==> src/rtl/hsv_pkg.sv <==
// hsv_pkg: shared definitions for the HSV pixel path.
// Holds the pixel/coordinate/accumulator widths, the centroid FSM state
// type and the hue window test shared with the pipette logic.
`timescale 1ns/1ps
package hsv_pkg;

  localparam int unsigned HUE_W     = 9;
  localparam int unsigned SV_W      = 5;
  localparam int unsigned X_W       = 10;
  localparam int unsigned Y_W       = 9;
  localparam int unsigned CNT_W     = 19;
  localparam int unsigned SUM_W     = 28;
  localparam int unsigned DIV_CNT_W = $clog2(SUM_W + 1);

  typedef enum logic [1:0] {
    ACCUM  = 2'd0,
    DIV_X  = 2'd1,
    DIV_Y  = 2'd2,
    REPORT = 2'd3
  } state_t;

  // Inclusive hue window; when lo > hi the window wraps through 0.
  function automatic logic hue_in_window(input logic [HUE_W-1:0] hue,
                                         input logic [HUE_W-1:0] lo,
                                         input logic [HUE_W-1:0] hi);
    if (lo > hi) return (hue >= lo) || (hue <= hi);
    else         return (hue >= lo) && (hue <= hi);
  endfunction

endpackage

==> src/rtl/serial_div.sv <==
// serial_div: restoring unsigned divider, one quotient bit per cycle.
// The cycle with i_start high is the first iteration (operands are taken
// straight from the inputs); o_done marks the last iteration and o_quotient
// is the final quotient in that cycle. Total latency SUM_W cycles.
// Ports:
//   clk, rst     clock, asynchronous active-high reset
//   i_start      begin a division (only while !o_busy)
//   i_dividend   SUM_W-bit dividend
//   i_divisor    CNT_W-bit divisor, must be non-zero
//   o_busy       iterations 2..SUM_W in progress
//   o_done       final iteration this cycle
//   o_quotient   quotient after this cycle's iteration (valid with o_done)
`timescale 1ns/1ps
module serial_div
  import hsv_pkg::*;
(
  input  logic             clk,
  input  logic             rst,
  input  logic             i_start,
  input  logic [SUM_W-1:0] i_dividend,
  input  logic [CNT_W-1:0] i_divisor,
  output logic             o_busy,
  output logic             o_done,
  output logic [SUM_W-1:0] o_quotient
);

  logic [CNT_W-1:0]     r_rem;
  logic [SUM_W-1:0]     r_q;
  logic [CNT_W-1:0]     r_div;
  logic [DIV_CNT_W-1:0] r_left;
  logic                 r_busy;

  logic                 w_active;
  logic [CNT_W-1:0]     w_rem_in;
  logic [SUM_W-1:0]     w_q_in;
  logic [CNT_W-1:0]     w_d;
  logic [DIV_CNT_W-1:0] w_left_now;
  logic [CNT_W:0]       w_shift;
  logic                 w_ge;
  logic [CNT_W-1:0]     w_rem_next;
  logic [SUM_W-1:0]     w_q_next;

  assign w_active   = i_start | r_busy;
  assign w_rem_in   = i_start ? '0 : r_rem;
  assign w_q_in     = i_start ? i_dividend : r_q;
  assign w_d        = i_start ? i_divisor : r_div;
  assign w_left_now = i_start ? DIV_CNT_W'(SUM_W) : r_left;

  assign w_shift  = {w_rem_in, w_q_in[SUM_W-1]};
  assign w_ge     = (w_shift >= {1'b0, w_d});
  assign w_q_next = {w_q_in[SUM_W-2:0], w_ge};

  // Remainder stays below the divisor, so it always fits CNT_W bits.
  always_comb begin
    w_rem_next = w_shift[CNT_W-1:0];
    if (w_ge) w_rem_next = CNT_W'(w_shift - {1'b0, w_d});
  end

  assign o_busy     = r_busy;
  assign o_done     = w_active && (w_left_now == DIV_CNT_W'(1));
  assign o_quotient = w_q_next;

  always_ff @(posedge clk or posedge rst) begin
    if (rst) begin
      r_rem  <= '0;
      r_q    <= '0;
      r_div  <= '0;
      r_left <= '0;
      r_busy <= 1'b0;
    end else if (w_active) begin
      r_rem  <= w_rem_next;
      r_q    <= w_q_next;
      r_div  <= w_d;
      r_left <= w_left_now - DIV_CNT_W'(1);
      r_busy <= (w_left_now > DIV_CNT_W'(1));
    end
  end

  assert property (@(posedge clk) disable iff (rst) i_start |-> (i_divisor != '0));

endmodule

==> src/rtl/ball_centroid.sv <==
// ball_centroid: per-frame centroid of pixels inside an HSV window.
// Counts matching pixels and sums their coordinates; at frame_start the
// totals are snapshotted and divided serially (X then Y) and the result is
// published with a one-cycle result_valid strobe.
// Ports:
//   clk, res           clock, asynchronous active-high reset
//   frame_start        frame boundary strobe
//   line_end           end-of-line strobe
//   pix_valid          hue/saturation/value/hue_invalid valid
//   centroid_x/_y      centroid of last reported frame (0 when !found)
//   pixel_count        matched pixels in last reported frame
//   found              pixel_count >= MIN_PIXELS
//   result_valid       one-cycle strobe, outputs updated this cycle
//   overrun            sticky, frame dropped while divider busy
// Optional: define BALL_CENTROID_BBOX_EN to add bbox_x0/x1/y0/y1 outputs
// (bounding box of matched pixels, 0 when !found).
`timescale 1ns/1ps
module ball_centroid
  import hsv_pkg::*;
#(
  parameter int unsigned HUE_LO     = 330,
  parameter int unsigned HUE_HI     = 20,
  parameter int unsigned SAT_MIN    = 12,
  parameter int unsigned VAL_MIN    = 12,
  parameter int unsigned MIN_PIXELS = 64,
  parameter int unsigned H_MAX      = 640,
  parameter int unsigned V_MAX      = 480
) (
  input  logic             clk,
  input  logic             res,
  input  logic             frame_start,
  input  logic             line_end,
  input  logic             pix_valid,
  input  logic [HUE_W-1:0] hue,
  input  logic             hue_invalid,
  input  logic [SV_W-1:0]  saturation,
  input  logic [SV_W-1:0]  value,
  output logic [X_W-1:0]   centroid_x,
  output logic [Y_W-1:0]   centroid_y,
  output logic [CNT_W-1:0] pixel_count,
  output logic             found,
  output logic             result_valid,
  output logic             overrun
`ifdef BALL_CENTROID_BBOX_EN
  ,
  output logic [X_W-1:0]   bbox_x0,
  output logic [X_W-1:0]   bbox_x1,
  output logic [Y_W-1:0]   bbox_y0,
  output logic [Y_W-1:0]   bbox_y1
`endif
);

  state_t r_state, w_next_state;

  logic [X_W-1:0]   r_x, w_px, w_x_inc;
  logic [Y_W-1:0]   r_y, w_py, w_y_inc;
  logic             w_match;

  logic [CNT_W-1:0] r_cnt, w_cnt_nxt, r_hcnt;
  logic [SUM_W-1:0] r_sx, w_sx_nxt, r_hsx;
  logic [SUM_W-1:0] r_sy, w_sy_nxt, r_hsy;

  logic             w_fs_accept;
  logic             w_snap_found;
  logic             w_div_start, w_div_busy, w_div_done;
  logic [SUM_W-1:0] w_div_dividend, w_quot;
  logic [X_W-1:0]   r_qx;

  logic [X_W-1:0]   r_cx;
  logic [Y_W-1:0]   r_cy;
  logic [CNT_W-1:0] r_pc;
  logic             r_found;
  logic             r_ovr;

  // ---------------- pixel classification and coordinates ----------------
  assign w_match = pix_valid && !hue_invalid
                && (saturation >= SV_W'(SAT_MIN))
                && (value >= SV_W'(VAL_MIN))
                && hue_in_window(hue, HUE_W'(HUE_LO), HUE_W'(HUE_HI));

  // A pixel coincident with frame_start belongs to the new frame at (0,0).
  assign w_px = frame_start ? '0 : r_x;
  assign w_py = frame_start ? '0 : r_y;

  assign w_x_inc = (r_x == X_W'(H_MAX - 1)) ? r_x : r_x + X_W'(1);
  assign w_y_inc = (r_y == Y_W'(V_MAX - 1)) ? r_y : r_y + Y_W'(1);

  always_ff @(posedge clk or posedge res) begin
    if (res) begin
      r_x <= '0;
      r_y <= '0;
    end else if (frame_start) begin
      r_x <= pix_valid ? X_W'(1) : '0;
      r_y <= '0;
    end else if (line_end) begin
      r_x <= '0;
      r_y <= w_y_inc;
    end else if (pix_valid) begin
      r_x <= w_x_inc;
    end
  end

  // ---------------- accumulators and snapshot ----------------
  always_comb begin
    w_cnt_nxt = frame_start ? '0 : r_cnt;
    w_sx_nxt  = frame_start ? '0 : r_sx;
    w_sy_nxt  = frame_start ? '0 : r_sy;
    if (w_match) begin
      w_cnt_nxt = w_cnt_nxt + CNT_W'(1);
      w_sx_nxt  = w_sx_nxt + SUM_W'(w_px);
      w_sy_nxt  = w_sy_nxt + SUM_W'(w_py);
    end
  end

  always_ff @(posedge clk or posedge res) begin
    if (res) begin
      r_cnt <= '0;
      r_sx  <= '0;
      r_sy  <= '0;
    end else begin
      r_cnt <= w_cnt_nxt;
      r_sx  <= w_sx_nxt;
      r_sy  <= w_sy_nxt;
    end
  end

  assign w_fs_accept  = frame_start && (r_state == ACCUM);
  assign w_snap_found = (r_cnt >= CNT_W'(MIN_PIXELS));

  always_ff @(posedge clk or posedge res) begin
    if (res) begin
      r_hcnt <= '0;
      r_hsx  <= '0;
      r_hsy  <= '0;
    end else if (w_fs_accept) begin
      r_hcnt <= r_cnt;
      r_hsx  <= r_sx;
      r_hsy  <= r_sy;
    end
  end

  // ---------------- FSM ----------------
  always_ff @(posedge clk or posedge res) begin
    if (res) r_state <= ACCUM;
    else     r_state <= w_next_state;
  end

  always_comb begin
    w_next_state = r_state;
    result_valid = 1'b0;
    unique case (r_state)
      ACCUM:  if (frame_start) w_next_state = w_snap_found ? DIV_X : REPORT;
      DIV_X:  if (w_div_done) w_next_state = DIV_Y;
      DIV_Y:  if (w_div_done) w_next_state = REPORT;
      REPORT: begin
        result_valid = 1'b1;
        w_next_state = ACCUM;
      end
      default: w_next_state = ACCUM;
    endcase
  end

  // ---------------- divider ----------------
  // Busy drops for the first cycle of each DIV state, which issues start.
  assign w_div_start    = ((r_state == DIV_X) || (r_state == DIV_Y)) && !w_div_busy;
  assign w_div_dividend = (r_state == DIV_Y) ? r_hsy : r_hsx;

  serial_div u_div (
    .clk        (clk),
    .rst        (res),
    .i_start    (w_div_start),
    .i_dividend (w_div_dividend),
    .i_divisor  (r_hcnt),
    .o_busy     (w_div_busy),
    .o_done     (w_div_done),
    .o_quotient (w_quot)
  );

  always_ff @(posedge clk or posedge res) begin
    if (res)                                  r_qx <= '0;
    else if ((r_state == DIV_X) && w_div_done) r_qx <= X_W'(w_quot);
  end

  // ---------------- outputs ----------------
  // Outputs are loaded on the edge that enters REPORT so they are already
  // stable during the result_valid cycle.
  always_ff @(posedge clk or posedge res) begin
    if (res) begin
      r_pc    <= '0;
      r_found <= 1'b0;
      r_cx    <= '0;
      r_cy    <= '0;
    end else if (w_fs_accept && !w_snap_found) begin
      r_pc    <= r_cnt;
      r_found <= 1'b0;
      r_cx    <= '0;
      r_cy    <= '0;
    end else if ((r_state == DIV_Y) && w_div_done) begin
      r_pc    <= r_hcnt;
      r_found <= 1'b1;
      r_cx    <= r_qx;
      r_cy    <= Y_W'(w_quot);
    end
  end

  always_ff @(posedge clk or posedge res) begin
    if (res)                                  r_ovr <= 1'b0;
    else if (frame_start && (r_state != ACCUM)) r_ovr <= 1'b1;
  end

  assign centroid_x  = r_cx;
  assign centroid_y  = r_cy;
  assign pixel_count = r_pc;
  assign found       = r_found;
  assign overrun     = r_ovr;

`ifdef BALL_CENTROID_BBOX_EN
  logic [X_W-1:0] r_bx0, r_bx1, r_hbx0, r_hbx1, r_obx0, r_obx1;
  logic [Y_W-1:0] r_by0, r_by1, r_hby0, r_hby1, r_oby0, r_oby1;

  always_ff @(posedge clk or posedge res) begin
    if (res) begin
      r_bx0 <= X_W'(H_MAX - 1);
      r_by0 <= Y_W'(V_MAX - 1);
      r_bx1 <= '0;
      r_by1 <= '0;
    end else if (frame_start) begin
      if (w_match) begin
        r_bx0 <= '0;
        r_by0 <= '0;
      end else begin
        r_bx0 <= X_W'(H_MAX - 1);
        r_by0 <= Y_W'(V_MAX - 1);
      end
      r_bx1 <= '0;
      r_by1 <= '0;
    end else if (w_match) begin
      if (r_x < r_bx0) r_bx0 <= r_x;
      if (r_x > r_bx1) r_bx1 <= r_x;
      if (r_y < r_by0) r_by0 <= r_y;
      if (r_y > r_by1) r_by1 <= r_y;
    end
  end

  always_ff @(posedge clk or posedge res) begin
    if (res) begin
      r_hbx0 <= X_W'(H_MAX - 1);
      r_hby0 <= Y_W'(V_MAX - 1);
      r_hbx1 <= '0;
      r_hby1 <= '0;
    end else if (w_fs_accept) begin
      r_hbx0 <= r_bx0;
      r_hby0 <= r_by0;
      r_hbx1 <= r_bx1;
      r_hby1 <= r_by1;
    end
  end

  always_ff @(posedge clk or posedge res) begin
    if (res) begin
      r_obx0 <= '0;
      r_obx1 <= '0;
      r_oby0 <= '0;
      r_oby1 <= '0;
    end else if (w_fs_accept && !w_snap_found) begin
      r_obx0 <= '0;
      r_obx1 <= '0;
      r_oby0 <= '0;
      r_oby1 <= '0;
    end else if ((r_state == DIV_Y) && w_div_done) begin
      r_obx0 <= r_hbx0;
      r_obx1 <= r_hbx1;
      r_oby0 <= r_hby0;
      r_oby1 <= r_hby1;
    end
  end

  assign bbox_x0 = r_obx0;
  assign bbox_x1 = r_obx1;
  assign bbox_y0 = r_oby0;
  assign bbox_y1 = r_oby1;
`endif

  assert property (@(posedge clk) MIN_PIXELS >= 1);

endmodule

==> config.mk <==
export PLATFORM = sky130hd
export DESIGN_NAME = ball_centroid
export DESIGN_NICKNAME = d
export VERILOG_FILES = /design/src/rtl/hsv_pkg.sv /design/src/rtl/serial_div.sv /design/src/rtl/ball_centroid.sv
export SDC_FILE = /design/constraint.sdc
export NUM_CORES = 1
export LEC_CHECK = 0
export BUFFER_PORTS_ARGS = -buffer_cell sky130_fd_sc_hd__buf_2
export CORE_UTILIZATION = 55
export CTS_BUF_LIST = sky130_fd_sc_hd__clkbuf_2 sky130_fd_sc_hd__clkbuf_4 sky130_fd_sc_hd__clkbuf_8
export CTS_CLUSTER_DIAMETER = 150
export DETAILED_ROUTE_END_ITERATION = 10
export PLACE_DENSITY = 0.72
export SYNTH_ARGS = -nofsm -noshare
export SYNTH_HDL_FRONTEND = slang
export SYNTH_SLANG_ARGS = --single-unit
==> constraint.sdc <==
create_clock -name clk -period 20.2 [get_ports clk]
set_input_delay 4.04 -clock clk [delete_from_list [all_inputs] [get_ports clk]]
set_output_delay 4.04 -clock clk [all_outputs]
set_load 0.02 [all_outputs]
==> metrics, run 1 <==
DRC 0; commonest cells in the netlist dfrtp_1 (293), nand2_1 (199), nor2_1 (137), a21oi_1 (119), mux2_2 (90); Worst-path clk slew 0.06 ns; EDFF count, synth 0; Hold Vio Cnt, Final 0; setup TNS 0 ns; height of the die 166.8 um; Placed Area 15510 um2; post-synthesis register bit count 293; FMAX 0.1481 GHz; multi-input logic area 7158 um2; hold path endpoint u_div.r_div[1]$_DFFE_PP0P_; Seq/Total Area, Yosys 49.06%; static leakage 7.838 nW; Vias 10730; number of vias per cell 5.541; TritonCTS Buffers 49; Worst Path Arrival 7.20 ns; core area 26350 um2; fraction of layout cells with a size suffix above 1 17.11%; Final HPWL DP 20310 um; RSZ-0062 raised after global routing false; GRT Total Usage 22.96%; Die ar. 27840 um2; WL/cell 15.94 um; max_slew headroom 29.57%; Netlist cell types 70; syn_area_per_cell 9.872 um2; final setup fails 0; hold crit path type reg -> reg; mapped cell area 14950 um2; Hold Crit Start u_div.r_div[1]$_DFFE_PP0P_; Placed Instances 1848; Post-DRT Antenna Nets 0; root buffer cell clkbuf_8; flip-flop and latch area 7332 um2; CP endpoint kind register; Initial Util 56.71%; max_cap viols 0; clock buffer depth 3; maximum fanout along the worst path 41; final global-route overflow total 0; drt first pass iters 5; Final Cell Area 16540 um2; Area contributors post-synth dfrtp_1 (49%), mux2_2 (6.8%), nand2_1 (5.0%), a21oi_1 (4.0%), ha_1 (3.8%); fillers 2188; Slew Viols, Final 0; status completed; clock skew 0.02969 ns; Synth top area share 49.06%; # Post-CTS Setup Buffers 0; area delta synth->final 10.67%; global-route wire length before repair 52810 um; GPL Wtd Cong 0.8760; Rows 59; ANT cells 0; Register-to-Register Path Depth 19; Least-Margin Pin Slew 1.057 ns; initial antenna violation count 0; hold_buf cts 0; Synth Warn # 0; post-cts resize count 0; H-tree depth 2; Final Non-Filler Cells 1936; Initial DRC Count 659; crit path time final 6.752 ns; R2R Path End u_div.r_rem[3]$_DFFE_PP0P_; nets@finish 1637; num ports 66; Clk Latency, worst-skew pair 0.58 ns; number of global-route vias before repair 10840; slack of the worst reg-to-reg path 15.01 ns; data required time of the worst path 20.65 ns; CTS Sinks 293; most frequent cell after synthesis dfrtp_1; CTS tree yes; Place WS 12.81 ns; reg2reg start r_state[0]$_DFFE_PP0P_; Synth Net Count 1587; startpoint types input pin; WHS Path Cells 2; port bufs 61; final wirelength 30860 um; Setup WS post-layout 13.45 ns; ys async rst share 100.0%; die width 166.8 um; Setup CP Type in -> reg; largest net degree at the start of global routing 143; top_reg_cell synth dfrtp_1; post-route clock period utilization 33.42%; post-layout util 62.76%; pwr dens 116.2 nW/um2; Post-Syn Instances 1514; Max VDD drop 0.06216 mV; post-synth top area cell dfrtp_1
worst max-delay path by stage:
| stage | startpoint | endpoint | slack [ns] | cells after the start |
|---|---|---|---|---|
| after floorplan | res | centroid_x[0]$_DFFE_PP0P_ | 8.07 | 1 |
| after global placement | frame_start | r_sy[25]$_DFF_PP0_ | 12.92 | 12 |
| after detailed placement | frame_start | r_sy[19]$_DFF_PP0_ | 12.81 | 12 |
| after CTS | frame_start | r_sx[27]$_DFF_PP0_ | 13.44 | 12 |
| final | frame_start | r_sx[27]$_DFF_PP0_ | 13.45 | 12 |
| after global routing | frame_start | r_sx[27]$_DFF_PP0_ | 13.14 | 12 |
placed cells by master (no fill, tap or decap), types with 4 or more instances in the layout:
cell and instances:
a21o_1 15, a21oi_1 119, a31oi_1 4, a32oi_1 4, and2_1 17, and3_1 12
and4_1 8, buf_2 60, buf_4 16, clkbuf_4 18, clkbuf_8 61, clkinv_2 7
dfrtp_1 293, ha_1 44, inv_1 41, mux2_2 90, mux2i_1 41, nand2_1 198
nand2b_1 8, nand3_1 24, nand3b_1 4, nand4_1 30, nor2_1 136, nor2b_1 56
nor3_1 13, nor3b_1 4, nor4_1 4, o21a_1 4, o21ai_0 88, o21bai_1 7
o31a_1 5, or3_1 10, xnor2_1 46, xor2_1 51
report_power, final:
part           total (mW)  switching [mW]  leakage [nW]  internal [mW]
logic               0.670           0.407          3.34          0.263
clock network       0.542           0.237         0.556          0.305
registers           0.711          0.0466          3.94          0.664
metal layers:
layer / vias up / routed length [um] / track usage, %
li1: 5321 / - / -
met1: 5178 / 14490 / 30.94
met2: 179 / 14750 / 38.48
met3: 50 / 1030 / 3.256
met4: 0 / 590 / 7.005
met5: - / 0 / 0
metrics by stage:
stage,power (mW),hold WS (ns)
3_3_place_gp,1.373,0.4531
5_1_grt,2.060,0.4951
6_report,1.922,0.4691
4_1_cts,1.939,0.4725
3_5_place_dp,1.388,0.4577
2_1_floorplan,1.239,0.4395
final cells by class:
class	count	share of cell area, %
Inverter	45	1.067
Multi-Input combinational cell	1099	43.28
Clock buffer	79	5.893
Tap cell	335	2.534
Clock inverter	9	0.3555
Timing Repair Buffer	76	2.542
Sequential cell	293	44.33
registers in the layout (all words and copies together), names as in the netlist, 19 cells and up:
signal,count
pixel_count,19
u_div.r_rem,19
r_sx,28
r_hsx,28
u_div.r_div,19
r_sy,28
r_cnt,19
u_div.r_q,28
r_hsy,28
r_hcnt,19
worst max-delay path, stage by stage:
cell and delay [ns]:
buf_4 0.34, nor2b_1 0.18, ha_1 0.32, a21o_1 0.16, a21o_1 0.20, a2111oi_0 0.66, o31ai_1 0.24, a21o_1 0.26
nand3_1 0.40, or3_1 0.19, xor2_1 0.14, nor2_1 0.05
logic make-up after synthesis:
kind of cell    count (synthesis)  synth area share [%]
xor+xnor                       97                 5.684
fa+ha+maj                      49                 4.244
mux                           131                 9.527
compound gates                282                 11.14
simple gates                  540                 17.11
flops                         293                 49.06
buf+inv                       122                 3.231
(Power assumes the default switching activity.)
==> inputs of run 2 (changes only) <==
Settings changed: PLACE_DENSITY 0.72 to 0.75.
Clock period 20.2 ns to 5.9 ns, I/O delays scaled along.
==> metrics, run 2 (synthesized netlist as in run 1, its figures left out) <==
status completed; area delta synth->final 11.20%; Switching Power 2.365 mW (+240%); number of global-route vias before repair 10860 (+0.24%); Least-Margin Pin Slew 1.100 ns (+0.04320 ns); drt first pass iters 5 (unchanged); final global-route overflow total 0 (unchanged); Comb power frac 34.1% (-0.7 points); fraction of layout cells with a size suffix above 1 17.17% (+0.052 points); Int Pwr 4.327 mW (+250%); data required time of the worst path 6.37 ns (-14.28 ns); Initial Util 56.71% (unchanged); max_slew headroom 26.60% (-3.0 points); Rows 59 (unchanged); Place WS 1.151 ns (-11.66 ns); die width 166.8 um (unchanged); post-route clock period utilization 81.98%; ANT cells 0 (unchanged); hold_buf cts 0 (unchanged); Slew Viols, Final 0 (unchanged); largest net degree at the start of global routing 158 (+10%); static leakage 7.872 nW (+0.44%); Placed Area 15530 um2 (+0.15%); DRC 0 (unchanged); port bufs 61 (unchanged); core area 26350 um2 (unchanged); post-cts resize count 0 (unchanged); TritonCTS Buffers 49 (unchanged); CTS tree yes; reg2reg start r_state[0]$_DFFE_PP0P_; Vias 10810 (+0.72%); hold crit path type reg -> reg; RSZ-0062 raised after global routing false; Hold Crit Start u_div.r_div[16]$_DFFE_PP0P_; most common cell after layout, fill and taps aside dfrtp_1; GRT Total Usage 22.76% (-0.21 points); height of the die 166.8 um (unchanged); Reg power frac 36.6% (-0.4 points); commonest non-fill, non-tap cells in the layout dfrtp_1 (293), nand2_1 (198), nor2_1 (136), a21oi_1 (119), mux2_2 (90); crit path time final 4.837 ns; post-layout util 63.06% (+0.30 points); GPL Wtd Cong 0.9401 (+7.3%); Final Cell Area 16620 um2 (+0.48%); final setup fails 0 (unchanged); Max VDD drop 0.2565 mV (+310%); slack of the worst reg-to-reg path 1.06 ns (-13.95 ns); Clk pwr share 29.3% (+1.1 points); Worst-path clk slew 0.06 ns (about the same); H-tree depth 2 (unchanged); Clk Latency, worst-skew pair 0.58 ns (about the same); initial antenna violation count 0 (unchanged); Tot Pwr 6.692 mW (+250%); final wirelength 30860 um (about the same); CP endpoint kind register; setup TNS 0 ns (unchanged); num ports 66 (unchanged); CP startpoint r_state[0]$_DFFE_PP0P_; root buffer cell clkbuf_8; global-route wire length before repair 52440 um (-0.70%); Placed Instances 1850 (+0.11%); Worst Path Arrival 5.31 ns (-1.89 ns); WL/cell 15.93 um (about the same); maximum fanout along the worst path 30 (-27%); Final Non-Filler Cells 1937 (+0.052%); clock buffer depth 3 (unchanged); pwr dens 402.6 nW/um2 (+250%); max_cap viols 0 (unchanged); Post-DRT Antenna Nets 0 (unchanged); Final HPWL DP 20530 um (+1.1%); Hold Slack 0.4702 ns (+0.001164 ns); startpoint types register; FMAX 0.2068 GHz; nets@finish 1639 (+0.12%); clock skew 0.03360 ns (+0.003911 ns); # Post-CTS Setup Buffers 0 (unchanged); Die ar. 27840 um2 (unchanged); Setup CP Type reg -> reg; Hold Vio Cnt, Final 0 (unchanged); CTS Sinks 293 (unchanged); Setup WS post-layout 1.063 ns (-12.39 ns); number of vias per cell 5.578 (+0.67%); Initial DRC Count 714 (+8.3%); switch share 35.35% (-0.55 points)
-- run 2: changes by cell type in the layout (fill, tap and decap cells not counted), sizes merged --
cell and change:
inv +1, clkbuf +1, clkinv -5, bufinv +2, buf +2
-- run 2: layer usage --
metal | vias to the layer above | routed length (um) | share of wire (%) | track usage, %
met5 | - | 0 | 0 | 0
met4 | 0 | 585 | 1.9 | 6.643
met3 | 49 | 910 | 2.9 | 3.089
met2 | 179 | 14640 | 47 | 37.86
met1 | 5265 | 14720 | 48 | 31.11
li1 | 5312 | - | - | -
-- run 2: final timing paths --
check,to,cells past startpoint
max in group asynchronous,r_sy[19]$_DFF_PP0_,3
min in group asynchronous,centroid_y[7]$_DFFE_PP0P_,2
max reg2reg,u_div.r_rem[0]$_DFFE_PP0P_,16
min,u_div.r_div[16]$_DFFE_PP0P_,2
min reg2reg,u_div.r_div[16]$_DFFE_PP0P_,2
max,u_div.r_rem[0]$_DFFE_PP0P_,16
-- run 2: worst max-delay path, stage by stage, from the launching register on --
cell,delay (ns)
dfrtp_1,0.38
inv_1,0.10
ha_1,0.69
nor2b_2,0.62
nand2_1,0.11
nand2_1,0.10
inv_1,0.05
ha_1,0.32
nor2b_1,0.17
o311ai_0,0.37
nand2_1,0.22
a221oi_4,0.34
a211oi_2,0.14
o21ai_4,0.23
buf_4,0.36
mux2_2,0.37
o21ai_0,0.13
-- run 2: power groups by stage --
stage	logic, mW	registers, mW	clock network, mW
CTS	2.28	2.45	2.00
detailed placement	2.26	2.48	0
global placement	2.21	2.47	0
global route	2.54	2.48	2.10
finish	2.28	2.45	1.96
floorplan	1.80	2.44	0
-- run 2: area by class of cell --
cell class              count  area [um2]
flip-flops and latches    293        7332
multi-input cells        1099        7158
clock buffers              80       994.7
repair buffers             78       447.9
fillers                  2144        9734
clock inverters             7       95.09
well taps                 335       419.2
inverters                  45       172.7
==> inputs of run 3 (changes only) <==
Settings changed: PLACE_DENSITY 0.75 to 0.72.
Clock period 5.9 ns to 4.65 ns, I/O delays scaled along.
==> metrics, run 3 (synthesized netlist as in run 1, its figures left out) <==
number of vias per cell 5.601 (+0.41%); Slew Viols, Final 0 (unchanged); hold path endpoint u_div.r_div[18]$_DFFE_PP0P_; CTS tree yes; Least-Margin Pin Slew 1.040 ns (-0.05977 ns); num ports 66 (unchanged); slack of the worst reg-to-reg path 0.37 ns (-0.70 ns); startpoint types register; max_slew headroom 30.67% (+4.1 points); Worst-path clk slew 0.06 ns (about the same); post-cts resize count 0 (unchanged); slowest stage delay, CP 0.51 ns (-0.18 ns); WL/cell 15.93 um (about the same); data required time of the worst path 5.08 ns (-1.29 ns); Most Frequent Cell on Critical Path inv_1; Hold Vio Cnt, Final 0 (unchanged); commonest non-fill, non-tap cells in the layout dfrtp_1 (293), nand2_1 (198), nor2_1 (136), a21oi_1 (119), mux2_2 (90); static leakage 7.925 nW (+0.67%); final wirelength 31060 um (+0.63%); final global-route overflow total 0 (unchanged); Post-DRT Antenna Nets 0 (unchanged); GPL Wtd Cong 0.8561 (-8.9%); Placed Area 15600 um2 (+0.42%); clock skew 0.03345 ns (-0.0001489 ns); crit path time final 4.283 ns (-0.5531 ns); nets@finish 1647 (+0.49%); cell chain of the critical path inv_1 -> ha_1 -> nor2b_2 -> buf_4 -> nand2_1 -> nand2_1 -> inv_1 -> ha_1 -> nor4bb_1 -> a31o_1 -> and2_4 -> a21oi_1 -> a211oi_2 -> o21ai_4 -> buf_4 -> inv_1 -> mux2i_1 -> o21ai_0; pwr dens 508.5 nW/um2 (+26%); most common cell after layout, fill and taps aside dfrtp_1; maximum fanout along the worst path 21 (-30%); hold_buf cts 0 (unchanged); Final Cell Area 16690 um2 (+0.42%); ANT cells 0 (unchanged); Vias 10920 (+1.1%); fraction of layout cells with a size suffix above 1 17.83% (+0.67 points); Rows 59 (unchanged); RSZ-0062 raised after global routing false; global-route wire length before repair 52320 um (-0.24%); number of global-route vias before repair 10720 (-1.3%); clock buffer depth 3 (unchanged); CP max-delay cell ha_1; Setup WS post-layout 0.3666 ns (-0.6969 ns); Max VDD drop 0.3244 mV (+26%); Worst Path Arrival 4.71 ns (-0.60 ns); H-tree depth 2 (unchanged); final setup fails 0 (unchanged); Die ar. 27840 um2 (unchanged); initial antenna violation count 0 (unchanged); post-route clock period utilization 92.12% (+10 points); TritonCTS Buffers 50 (+2.0%); CP endpoint kind register; area delta synth->final 11.67%; GRT Total Usage 22.73% (-0.025 points); height of the die 166.8 um (unchanged); CTS Sinks 293 (unchanged); largest net degree at the start of global routing 158 (unchanged); Initial Util 56.71% (unchanged); # Post-CTS Setup Buffers 0 (unchanged); max_cap viols 0 (unchanged); reg2reg start r_state[1]$_DFFE_PP0P_; root buffer cell clkbuf_8; Clk Latency, worst-skew pair 0.57 ns (about the same); FMAX 0.2335 GHz (+13%); Final HPWL DP 20800 um (+1.3%); Register-to-Register Path Depth 18 (+2); DRC 0 (unchanged); WHS Path Cells 2 (unchanged); Setup CP Type reg -> reg; Place WS 0.4211 ns (-0.7302 ns); drt first pass iters 5 (unchanged); hold crit path type reg -> reg; die width 166.8 um (unchanged); port bufs 61 (unchanged); Initial DRC Count 653 (-8.5%); Hold Crit Start u_div.r_div[18]$_DFFE_PP0P_; status completed; core area 26350 um2 (unchanged); R2R Path End u_div.r_rem[10]$_DFFE_PP0P_
run 3: cell count changes in the layout (fill, tap and decap cells not counted), sizes merged:
cell	before	now
clkinv	5	13
bufinv	2	0
buf	78	85
run 3: cell type report:
class | count | area, um2
fill | 2166 | 9664
sequential | 293 | 7332
multi-input combinational | 1099 | 7158
clock buffer | 80 | 1020
timing repair buffer | 85 | 513.0
tap | 335 | 419.2
inverter | 45 | 172.7
clock inverter | 13 | 75.07
run 3: critical path, delay by kind of cell, from the launching register on:
kind,cells,cell delay [ns]
mux,1,0.21
simple gates,5,0.93
buf+inv,5,0.87
compound gates,5,0.87
flops,1,0.39
fa+ha+maj,2,0.85
run 3: how the worst max path moves through the flow:
stage                                 from  slack (ns)  cells past startpoint                     endpoint
global placement    r_state[0]$_DFFE_PP0P_        0.52                     18  u_div.r_rem[10]$_DFFE_PP0P_
finish              r_state[1]$_DFFE_PP0P_        0.37                     18  u_div.r_rem[10]$_DFFE_PP0P_
global route        r_state[1]$_DFFE_PP0P_        0.03                     16  u_div.r_rem[10]$_DFFE_PP0P_
floorplan                              res       -0.17                      1    centroid_x[0]$_DFFE_PP0P_
detailed placement  r_state[1]$_DFFE_PP0P_        0.42                     18  u_div.r_rem[10]$_DFFE_PP0P_
CTS                 r_state[1]$_DFFE_PP0P_        0.37                     18  u_div.r_rem[10]$_DFFE_PP0P_
run 3: per-layer routing:
metal  share of wire, %  wire length (um)  global-route usage, %
met5                  0                 0                      0
met4                2.2               678                  7.407
met3                3.7              1139                  3.137
met2                 47             14670                  37.91
met1                 47             14570                  30.65
run 3: metrics by stage:
stage	util, %	hold slack [ns]	TNS (ns)	std cells	power, mW
floorplan	-	0.4395	-49.56	1514	5.384
global placement	59.17	0.4529	0	1857	5.953
detailed placement	59.17	0.4571	0	1857	6.053
CTS	63.33	0.4745	0	1950	8.544
global route	63.33	0.4897	0	1950	9.027
finish	63.33	0.4693	0	1950	8.486
run 3: power breakdown:
part	switching [mW]	internal [mW]
clock	1.06	1.40
sequential	0.218	2.89
combinational	1.77	1.16
total	3.04	5.44
